## src/rtl/fpa_pkg.sv

```systemverilog
// Shared types and constants for the multi-cycle binary32 adder sequencer.
package fpa_pkg;

    localparam int          EXP_W   = 8;
    localparam int          MAN_W   = 23;
    localparam logic [7:0]  EXP_MAX = 8'hFF;
    localparam logic [31:0] QNAN    = 32'h7FC00000;

    typedef enum logic [2:0] {
        ST_IDLE  = 3'd0,
        ST_ALIGN = 3'd1,
        ST_ADD   = 3'd2,
        ST_NORM  = 3'd3,
        ST_PACK  = 3'd4,
        ST_DONE  = 3'd5
    } state_t;

    typedef struct packed {
        logic             sign;
        logic [EXP_W-1:0] exp;
        logic [MAN_W:0]   man;
    } fp_unp_t;

    // Denormals use exponent 1 with a zero hidden bit so alignment needs no special case.
    function automatic fp_unp_t fp_split(input logic [31:0] v);
        fp_unp_t u;
        u.sign = v[31];
        u.exp  = (v[30:23] == 8'd0) ? 8'd1 : v[30:23];
        u.man  = {|v[30:23], v[22:0]};
        return u;
    endfunction

endpackage

```

## src/rtl/fpa_align.sv

```systemverilog
// Combinational swap, split and right-shift alignment; the smaller operand is
// returned as a 27-bit mantissa {man24, guard, round, sticky}.
module fpa_align
    import fpa_pkg::*;
(
    input  logic [31:0] i_a,
    input  logic [31:0] i_b,
    output fp_unp_t     o_big,
    output logic        o_small_sign,
    output logic [26:0] o_small_man
);

    logic        w_swap;
    fp_unp_t     w_small;
    logic [7:0]  w_ediff;
    logic [26:0] w_ext;
    logic [26:0] w_shifted;
    logic [26:0] w_lost;

    assign w_swap       = i_b[30:0] > i_a[30:0];
    assign o_big        = fp_split(w_swap ? i_b : i_a);
    assign w_small      = fp_split(w_swap ? i_a : i_b);
    assign o_small_sign = w_small.sign;
    assign w_ediff      = o_big.exp - w_small.exp;
    assign w_ext        = {w_small.man, 3'b000};

    // Beyond 27 positions every bit of the small mantissa collapses into sticky.
    always_comb begin
        w_shifted = '0;
        w_lost    = w_ext;
        if (w_ediff < 8'd27) begin
            w_shifted = w_ext >> w_ediff;
            w_lost    = w_ext & ~(27'h7FFFFFF << w_ediff);
        end
        o_small_man = {w_shifted[26:1], w_shifted[0] | (|w_lost)};
    end

endmodule

```

## src/rtl/fpa_sequencer.sv

```systemverilog
// Multi-cycle binary32 adder: IDLE, ALIGN, ADD, NORM (one shift per cycle), PACK, DONE.
// Define FPA_SEQ_RNE_EN for round-to-nearest-even; the default build truncates.
module fpa_sequencer
    import fpa_pkg::*;
(
    input  logic        clk,
    input  logic        rst,
    input  logic        in_valid,
    output logic        in_ready,
    input  logic [31:0] in_a,
    input  logic [31:0] in_b,
    output logic        out_valid,
    input  logic        out_ready,
    output logic [31:0] result,
    output logic        busy,
    output state_t      o_state
);

    state_t      r_state;
    state_t      w_next;

    logic [31:0] r_op_a;
    logic [31:0] r_op_b;
    logic        r_sign;
    logic        r_sub;
    logic [9:0]  r_exp;
    logic [23:0] r_ma;
    logic [26:0] r_mb;
    logic [27:0] r_sum;
    logic        r_special;
    logic [31:0] r_spec_val;
    logic [31:0] r_result;

    fp_unp_t     w_big;
    logic        w_small_sign;
    logic [26:0] w_small_man;

    logic        w_accept;
    logic        w_a_max;
    logic        w_b_max;
    logic        w_a_nan;
    logic        w_b_nan;
    logic        w_inf_clash;
    logic        w_special;
    logic [31:0] w_spec_val;

    logic [26:0] w_mb_eff;
    logic [27:0] w_add_a;
    logic [27:0] w_add_b;
    logic [27:0] w_sum;
    logic        w_sum_zero;
    logic        w_norm_left;

    logic        w_round_up;
    logic [24:0] w_man_rnd;
    logic [9:0]  w_exp_fin;
    logic        w_hid_fin;
    logic [22:0] w_frac_fin;
    logic [31:0] w_packed;

    fpa_align u_align (
        .i_a          (r_op_a),
        .i_b          (r_op_b),
        .o_big        (w_big),
        .o_small_sign (w_small_sign),
        .o_small_man  (w_small_man)
    );

    assign w_accept = in_valid && in_ready;

    // Specials: NaN or opposing infinities give QNAN, otherwise the larger operand is the infinity.
    assign w_a_max     = r_op_a[30:23] == EXP_MAX;
    assign w_b_max     = r_op_b[30:23] == EXP_MAX;
    assign w_a_nan     = w_a_max && (r_op_a[22:0] != 23'd0);
    assign w_b_nan     = w_b_max && (r_op_b[22:0] != 23'd0);
    assign w_inf_clash = w_a_max && w_b_max && !w_a_nan && !w_b_nan && (r_op_a[31] ^ r_op_b[31]);
    assign w_special   = w_a_max || w_b_max;
    assign w_spec_val  = (w_a_nan || w_b_nan || w_inf_clash) ? QNAN : {w_big.sign, EXP_MAX, 23'd0};

`ifdef FPA_SEQ_RNE_EN
    assign w_mb_eff = r_mb;
`else
    assign w_mb_eff = r_mb & 27'h7FFFFF8;
`endif

    // Sum layout: [27] carry, [26:3] mantissa, [2:0] guard/round/sticky.
    assign w_add_a     = {1'b0, r_ma, 3'b000};
    assign w_add_b     = {1'b0, w_mb_eff};
    assign w_sum       = r_sub ? (w_add_a - w_add_b) : (w_add_a + w_add_b);
    assign w_sum_zero  = r_sum == 28'd0;
    assign w_norm_left = !r_special && !r_sum[27] && !w_sum_zero && !r_sum[26] && (r_exp != 10'd1);

`ifdef FPA_SEQ_RNE_EN
    assign w_round_up = r_sum[2] & (r_sum[1] | r_sum[0] | r_sum[3]);
`else
    assign w_round_up = 1'b0;
`endif

    assign w_man_rnd  = {1'b0, r_sum[26:3]} + {24'd0, w_round_up};
    assign w_exp_fin  = w_man_rnd[24] ? (r_exp + 10'd1) : r_exp;
    assign w_hid_fin  = w_man_rnd[24] | w_man_rnd[23];
    assign w_frac_fin = w_man_rnd[24] ? 23'd0 : w_man_rnd[22:0];

    always_comb begin
        w_packed = {r_sign, w_exp_fin[7:0] & {8{w_hid_fin}}, w_frac_fin};
        if (r_special) begin
            w_packed = r_spec_val;
        end else if (w_sum_zero) begin
            w_packed = 32'd0;
        end else if (w_exp_fin >= 10'd255) begin
            w_packed = {r_sign, EXP_MAX, 23'd0};
        end
    end

    always_ff @(posedge clk) begin
        if (rst) begin
            r_state <= ST_IDLE;
        end else begin
            r_state <= w_next;
        end
    end

    always_comb begin
        w_next = r_state;
        case (r_state)
            ST_IDLE:  if (w_accept) w_next = ST_ALIGN;
            ST_ALIGN: w_next = ST_ADD;
            ST_ADD:   w_next = ST_NORM;
            ST_NORM:  if (!w_norm_left) w_next = ST_PACK;
            ST_PACK:  w_next = ST_DONE;
            ST_DONE:  if (out_ready) w_next = ST_IDLE;
            default:  w_next = ST_IDLE;
        endcase
    end

    always_comb begin
        in_ready  = 1'b0;
        out_valid = 1'b0;
        busy      = 1'b1;
        case (r_state)
            ST_IDLE: begin
                in_ready = 1'b1;
                busy     = 1'b0;
            end
            ST_DONE: out_valid = 1'b1;
            default: ;
        endcase
    end

    always_ff @(posedge clk) begin
        if (rst) begin
            r_result <= 32'd0;
        end else begin
            case (r_state)
                ST_IDLE: begin
                    if (w_accept) begin
                        r_op_a <= in_a;
                        r_op_b <= in_b;
                    end
                end
                ST_ALIGN: begin
                    r_sign     <= w_big.sign;
                    r_sub      <= w_big.sign ^ w_small_sign;
                    r_exp      <= {2'b00, w_big.exp};
                    r_ma       <= w_big.man;
                    r_mb       <= w_small_man;
                    r_special  <= w_special;
                    r_spec_val <= w_spec_val;
                end
                ST_ADD: r_sum <= w_sum;
                ST_NORM: begin
                    if (!r_special) begin
                        if (r_sum[27]) begin
                            r_sum <= {1'b0, r_sum[27:2], r_sum[1] | r_sum[0]};
                            r_exp <= r_exp + 10'd1;
                        end else if (w_norm_left) begin
                            r_sum <= {r_sum[26:0], 1'b0};
                            r_exp <= r_exp - 10'd1;
                        end
                    end
                end
                ST_PACK: r_result <= w_packed;
                default: ;
            endcase
        end
    end

    assign result  = r_result;
    assign o_state = r_state;

endmodule

```

## config.mk

```make
export PLATFORM = sky130hd
export DESIGN_NAME = fpa_sequencer
export DESIGN_NICKNAME = d
export VERILOG_FILES = /design/src/rtl/fpa_pkg.sv /design/src/rtl/fpa_align.sv /design/src/rtl/fpa_sequencer.sv
export SDC_FILE = /design/constraint.sdc
export NUM_CORES = 1
export LEC_CHECK = 0
export ABC_CLOCK_PERIOD_IN_PS = 23500
export BUFFER_PORTS_ARGS = -buffer_cell sky130_fd_sc_hd__clkbuf_2
export CAP_MARGIN = 25
export CORE_UTILIZATION = 60
export CTS_CLUSTER_DIAMETER = 60
export DETAILED_ROUTE_END_ITERATION = 10
export PLACE_DENSITY = 0.88
export SYNTH_ARGS = -nofsm -noshare
export SYNTH_HDL_FRONTEND = slang
export SYNTH_HIERARCHICAL = 1
export SYNTH_SLANG_ARGS = --single-unit
```

## constraint.sdc

```tcl
create_clock -name clk -period 23.5 [get_ports clk]
set_clock_uncertainty 0.15 [all_clocks]
set_input_delay 1.175 -clock clk [delete_from_list [all_inputs] [get_ports clk]]
set_output_delay 1.175 -clock clk [all_outputs]
set_load 0.01 [all_outputs]
```

# Word-level counts from Yosys, hierarchy flattened
# Cells that the tools add are included.
# word_totals
register_bits,222
latch_bits,0
mem_bits_rw,0
rom_bits,0
in_bits,68
output_inout_bits,38
word_cells,101
memories,0
# op_classes
add_sub_neg,5
multipliers,0
n_div,0
n_lt_le_gt_ge,3
n_eq_ne,13
shift,1
muxes,24
n_bitwise,5
n_reduce_logical,36
# ops
operator,count
$mux 32,4
$mux 28,4
$pmux 28 s2,1
$reduce_bool 23->1,2
$gt 31x31->1,1
$mux 31,1
$mux 10,3
$add 27x27->28,1
$logic_not 28->1,1
$sub 27x27->28,1
$shr 27x8->27,1
$mux 23,1
$pmux 10 s2,1
$pmux 3 s6,1
$eq 8x8->1 const B,2
$logic_not 8->1,2
$mux 8,2
$reduce_or 8->1,2
$logic_and 1x1->1,11
$add 10x1->10 const B,1
$ge 10x8->1 const B,1
$ne 10x1->1 const B,1
$sub 10x1->10 const B,1
$mux 3,3
19 further kinds,38

# Longest topological paths before layout
# logic_depth
depth_word,9
depth_mapped,25
mapped_depth_nobuf,23

# Cells and area by module
# Netlist, hierarchy kept.
# modules_own_cells
module,instances,cells_per_inst,area_each_um2,seq_area_each_um2
fpa_sequencer,1,781,8977.4,5355.1
fpa_align,1,568,4226.6,0.0

# Least setup slack after synthesis
# No wires, ideal clock.
# synth_path
kind,in2reg
start,in rst
end,"reg r_exp[0], enable pin"
arrival_ns,7.575
required_time_ns,22.972
slack_ns,15.397
path_stages,4
path_buffers,1
cell_sequence,clkbuf_1 nor4b_1 a21oi_1 nor2_1
# synth_via
elab_chain_cells,2
# synth_lines
element,line,source
from (decl),fpa_sequencer.sv:7,"input logic rst,"
$not 1->1 (no source line),n/a,
$reduce_and 4->1 (no source line),n/a,
to (signal assigned),fpa_sequencer.sv:164,"r_exp <= {2'b00, w_big.exp};"
to (signal assigned),fpa_sequencer.sv:175,r_exp <= r_exp + 10'd1;
to (signal assigned),fpa_sequencer.sv:178,r_exp <= r_exp - 10'd1;
to (decl),fpa_sequencer.sv:26,logic [9:0] r_exp;
# Every way passes these cells.
# A chain may end at the register's enable or synchronous reset.

# Final worst setup path
# layout_path
start,reg r_op_b[28]
end,"reg r_mb[8], data pin"
# layout_via
elab_chain_cells,6
elab_cells_between_ends,11
# layout_lines
element,line,source
from (decl),fpa_sequencer.sv:23,logic [31:0] r_op_b;
from (signal assigned),fpa_sequencer.sv:158,r_op_b <= in_b;
$gt 31x31->1,fpa_align.sv:20,assign w_swap = i_b[30:0] > i_a[30:0];
$mux 32 (on tied branches),"fpa_align.sv:21, fpa_align.sv:22",
$logic_not 8->1,fpa_pkg.sv:28,u.exp = (v[30:23] == 8'd0) ? 8'd1 : v[30:23];
$mux 8,fpa_pkg.sv:28,
$sub 8x8->8,fpa_align.sv:24,assign w_ediff = o_big.exp - w_small.exp;
$shr 27x8->27 / $lt 8x5->1 (equally long branches),"fpa_align.sv:32, fpa_align.sv:31",
to (signal assigned),fpa_sequencer.sv:166,r_mb <= w_small_man;
to (decl),fpa_sequencer.sv:28,logic [26:0] r_mb;
# Parallel ways exist; a longest one is shown, timed or not.

==> summary.md <==
The data required time at the worst endpoint was 23530 ps; the hold violation count in the final report was 0. The number of instances resized during post-cts repair came out at 0. The tools report the final hold slack as 337 ps. The tools report the clock root buffer master as clkbuf_16. Summing every instance area after synthesis gives 0.0126 mm2. Hold repair after CTS inserted 0 buffers. The kind of launch point of the worst setup path is a register. The cell with the largest stage delay on the worst path is ha_1. The tools report the worst relative slew slack as 0.348.

The number of cells on the worst reg-to-reg path was 17; the portion of total power attributed to sequential cells was 0.383. The global routing usage on met2 is 0.490, and the peak supply drop is 0.0000556 V. Summed over all layers, the global routing overflow is 0. Clock sink count: 190. The library cell used most frequently in the layout, excluding fill and tap cells, is edfxtp_1.

The height of the chip was 147 um; the post-layout utilization of the core was 0.679. Number of instances on the worst hold path: 2. Leaving out fill and tap cells, the most frequent cells in the layout are edfxtp_1 (155), nor2_1 (126), clkbuf_2 (105).

The tools report the total cell area at the placement stage as 0.0133 mm2. The sum of negative setup slack is 0 ps, and the global-route usage over all layers is 0.296. Subtracting the final worst setup slack from the clock period gives 7070 ps. Peak-usage layer in the global routing report: met2. The tools report the detailed-router iteration count before antenna repair as 6. The flow ran to the end, and the final reports show no timing, DRC or antenna violations.

The kind of path behind the tightest hold check was reg -> reg. Starting density of the core: 0.617. The tools report the category of the worst setup path capture point as a register.

0 antenna diodes ended up in the layout. After detailed routing, the number of remaining DRC violations is 0. The placeable core region came out at 0.0204 mm2. During synthesis, Yosys emitted a total of 6 warnings. Synthesis produced 1252 cells.

Setup violations remaining at the end of the flow were counted as 0. 106 I/O pins were placed. For this run, the slowest stage of the critical path takes 780 ps. The mean cell area of the mapped netlist was 10.1 um2; the die footprint was 0.0216 mm2.

The detail route stage leaves a number of antenna-violating nets equal to 0. TritonCTS built the clock tree. In this design, the largest share of critical-path delay is due to simple AND/OR/NAND/NOR gates.

The final layout contains routed wiring with a total length of 31600 um. In this run the power spent charging and discharging nets is 383 uW. The finished layout cell area was 0.0139 mm2.

The tools report the total nets after synthesis as 1388. The transition time at the pin with the least slew margin is 979 ps, and the overall via count from detail_route is 10.4k. The critical path runs through a total of 17 cells. Entering global routing, the biggest net connects 65 pins. After legalization and detailed placement, the total HPWL measured 23700 um. The post-CTS setup repair buffer count came out at 0.

Met3 layer usage reported by global route: 0.0457. Dividing the detail-routed wire length by the instance count gives 19.7 um. The longest clock path from root to sink contains 2 buffers.

At the end of routability-driven placement, the weighted congestion stood at 0.970. In this run the power density over the cells is 77.0 mW/mm2. Type of the setup path with the least slack: reg -> reg.

Cell internal power was estimated by the tool at 685 uW. The floorplan has 52 rows. In this run the horizontal extent of the chip is 147 um. The clock-pin slew on the worst setup and hold paths is 70 ps.

For the via count of the first global-routing pass, the log shows 9861. Derived from the worst setup path, the maximum achievable clock frequency is 141 MHz. The tools report the number of nets in the final layout as 1458. The critical path goes through ha_1 -> nand4_1 -> nor4_1 -> nand3_1 -> o21a_1 -> nand2_2 -> mux2_2 -> nor4_1 -> nor4b_2 -> nor2b_1 -> ha_1 -> inv_1 -> mux4_2 -> mux2_2 -> o211ai_1 -> o21ai_1 -> a22o_1. The post-route fraction of the period consumed by the critical path is 0.301, and the first-pass GRT wire length is 50200 um. The area growth from synthesis to layout is 9.99%.

The worst-case register-to-register setup slack was 16430 ps; the leakage power was 5.30 nW. The fraction of layout instances using a drive strength above 1 is 0.187, and the number of antenna violations at the first check in global routing is 0. Number of buffer and inverter instances along the worst setup path: 1. Overall power consumption after layout is estimated at 1.07 mW.

For the number of violations reported at the end of detailed-routing iteration 0, the log shows 695. The clock latency reported for the late side of the worst-skew pair was 440 ps. The biggest fanout along the worst timing path came out at 25. Setup repair after global routing left no endpoint under its margin. Across the run, the number of max-cap violations was 0. The global routing usage on met1 is 0.390, and the part of the power in combinational logic is 0.346. The tools report the number of max-slew violations in the final report as 0.

The run gives 4 as the maximum level of the CTS H-tree. The total CTS buffers is 17, and the fraction of power spent switching nets is 0.359. Clock network fraction of total power: 0.270. The via density per instance was 6.45; the arrival time of the worst setup path was 7110 ps. During placement, the flow inserted port buffers numbering 105.
[power groups by stage]
stage,combinational (mW),clock (mW),sequential [mW]
finish,0.370,0.289,0.409
global route,0.398,0.304,0.411
CTS,0.360,0.290,0.409
detailed placement,0.358,0,0.416
global placement,0.359,0,0.416
floorplan,0.280,0,0.410
[cell type report]
cell class	count	area, um2
clock buffer	20	478
clock inverter	12	101
fill	1605	6560
inverter	58	218
multi-input combinational	939	6780
sequential	190	5360
tap	270	338
timing repair buffer	116	608
[registers in the layout (all words and copies together) (netlist names)]
signal and flops:
o_state 3, r_exp 10, r_ma 24, r_mb 24
r_op_a 32, r_op_b 32, r_sign 1, r_spec_val 2
r_special 1, r_sub 1, r_sum 28, result 32
[layer usage]
layer / up-vias / routed length, um / share of wire
met5: - / 0 / 0
met4: 0 / 1090 / 0.035
met3: 88 / 1750 / 0.055
met2: 435 / 15200 / 0.48
met1: 4935 / 13600 / 0.43
li1: 4899 / - / -
[path summary, 6_finish.rpt]
check / start / to
worst min register to register: result[22]$_SDFFE_PP0P_ / result[22]$_SDFFE_PP0P_
worst max register to register: r_op_b[28]$_DFFE_PP_ / r_mb[8]$_DFFE_PP_
worst max-delay path: r_op_b[28]$_DFFE_PP_ / r_mb[8]$_DFFE_PP_
worst min-delay path: result[22]$_SDFFE_PP0P_ / result[22]$_SDFFE_PP0P_
[per-stage QoR]
step	instances	setup WS [ps]
2_1_floorplan	1252	15400
3_3_place_gp	1572	16640
3_5_place_dp	1572	16530
4_1_cts	1604	16490
5_1_grt	1605	15880
6_report	1605	16430
[worst reg2reg max path: stages (launching register included)]
cell and delay [ps]:
edfxtp_1 480, ha_1 380, nand4_1 210, nor4_1 580, nand3_1 260, o21a_1 250
nand2_2 430, mux2_2 440, nor4_1 280, nor4b_2 300, nor2b_1 120, ha_1 790
inv_1 640, mux4_2 660, mux2_2 320, o211ai_1 180, o21ai_1 100, a22o_1 250
(Power assumes the default switching activity.)
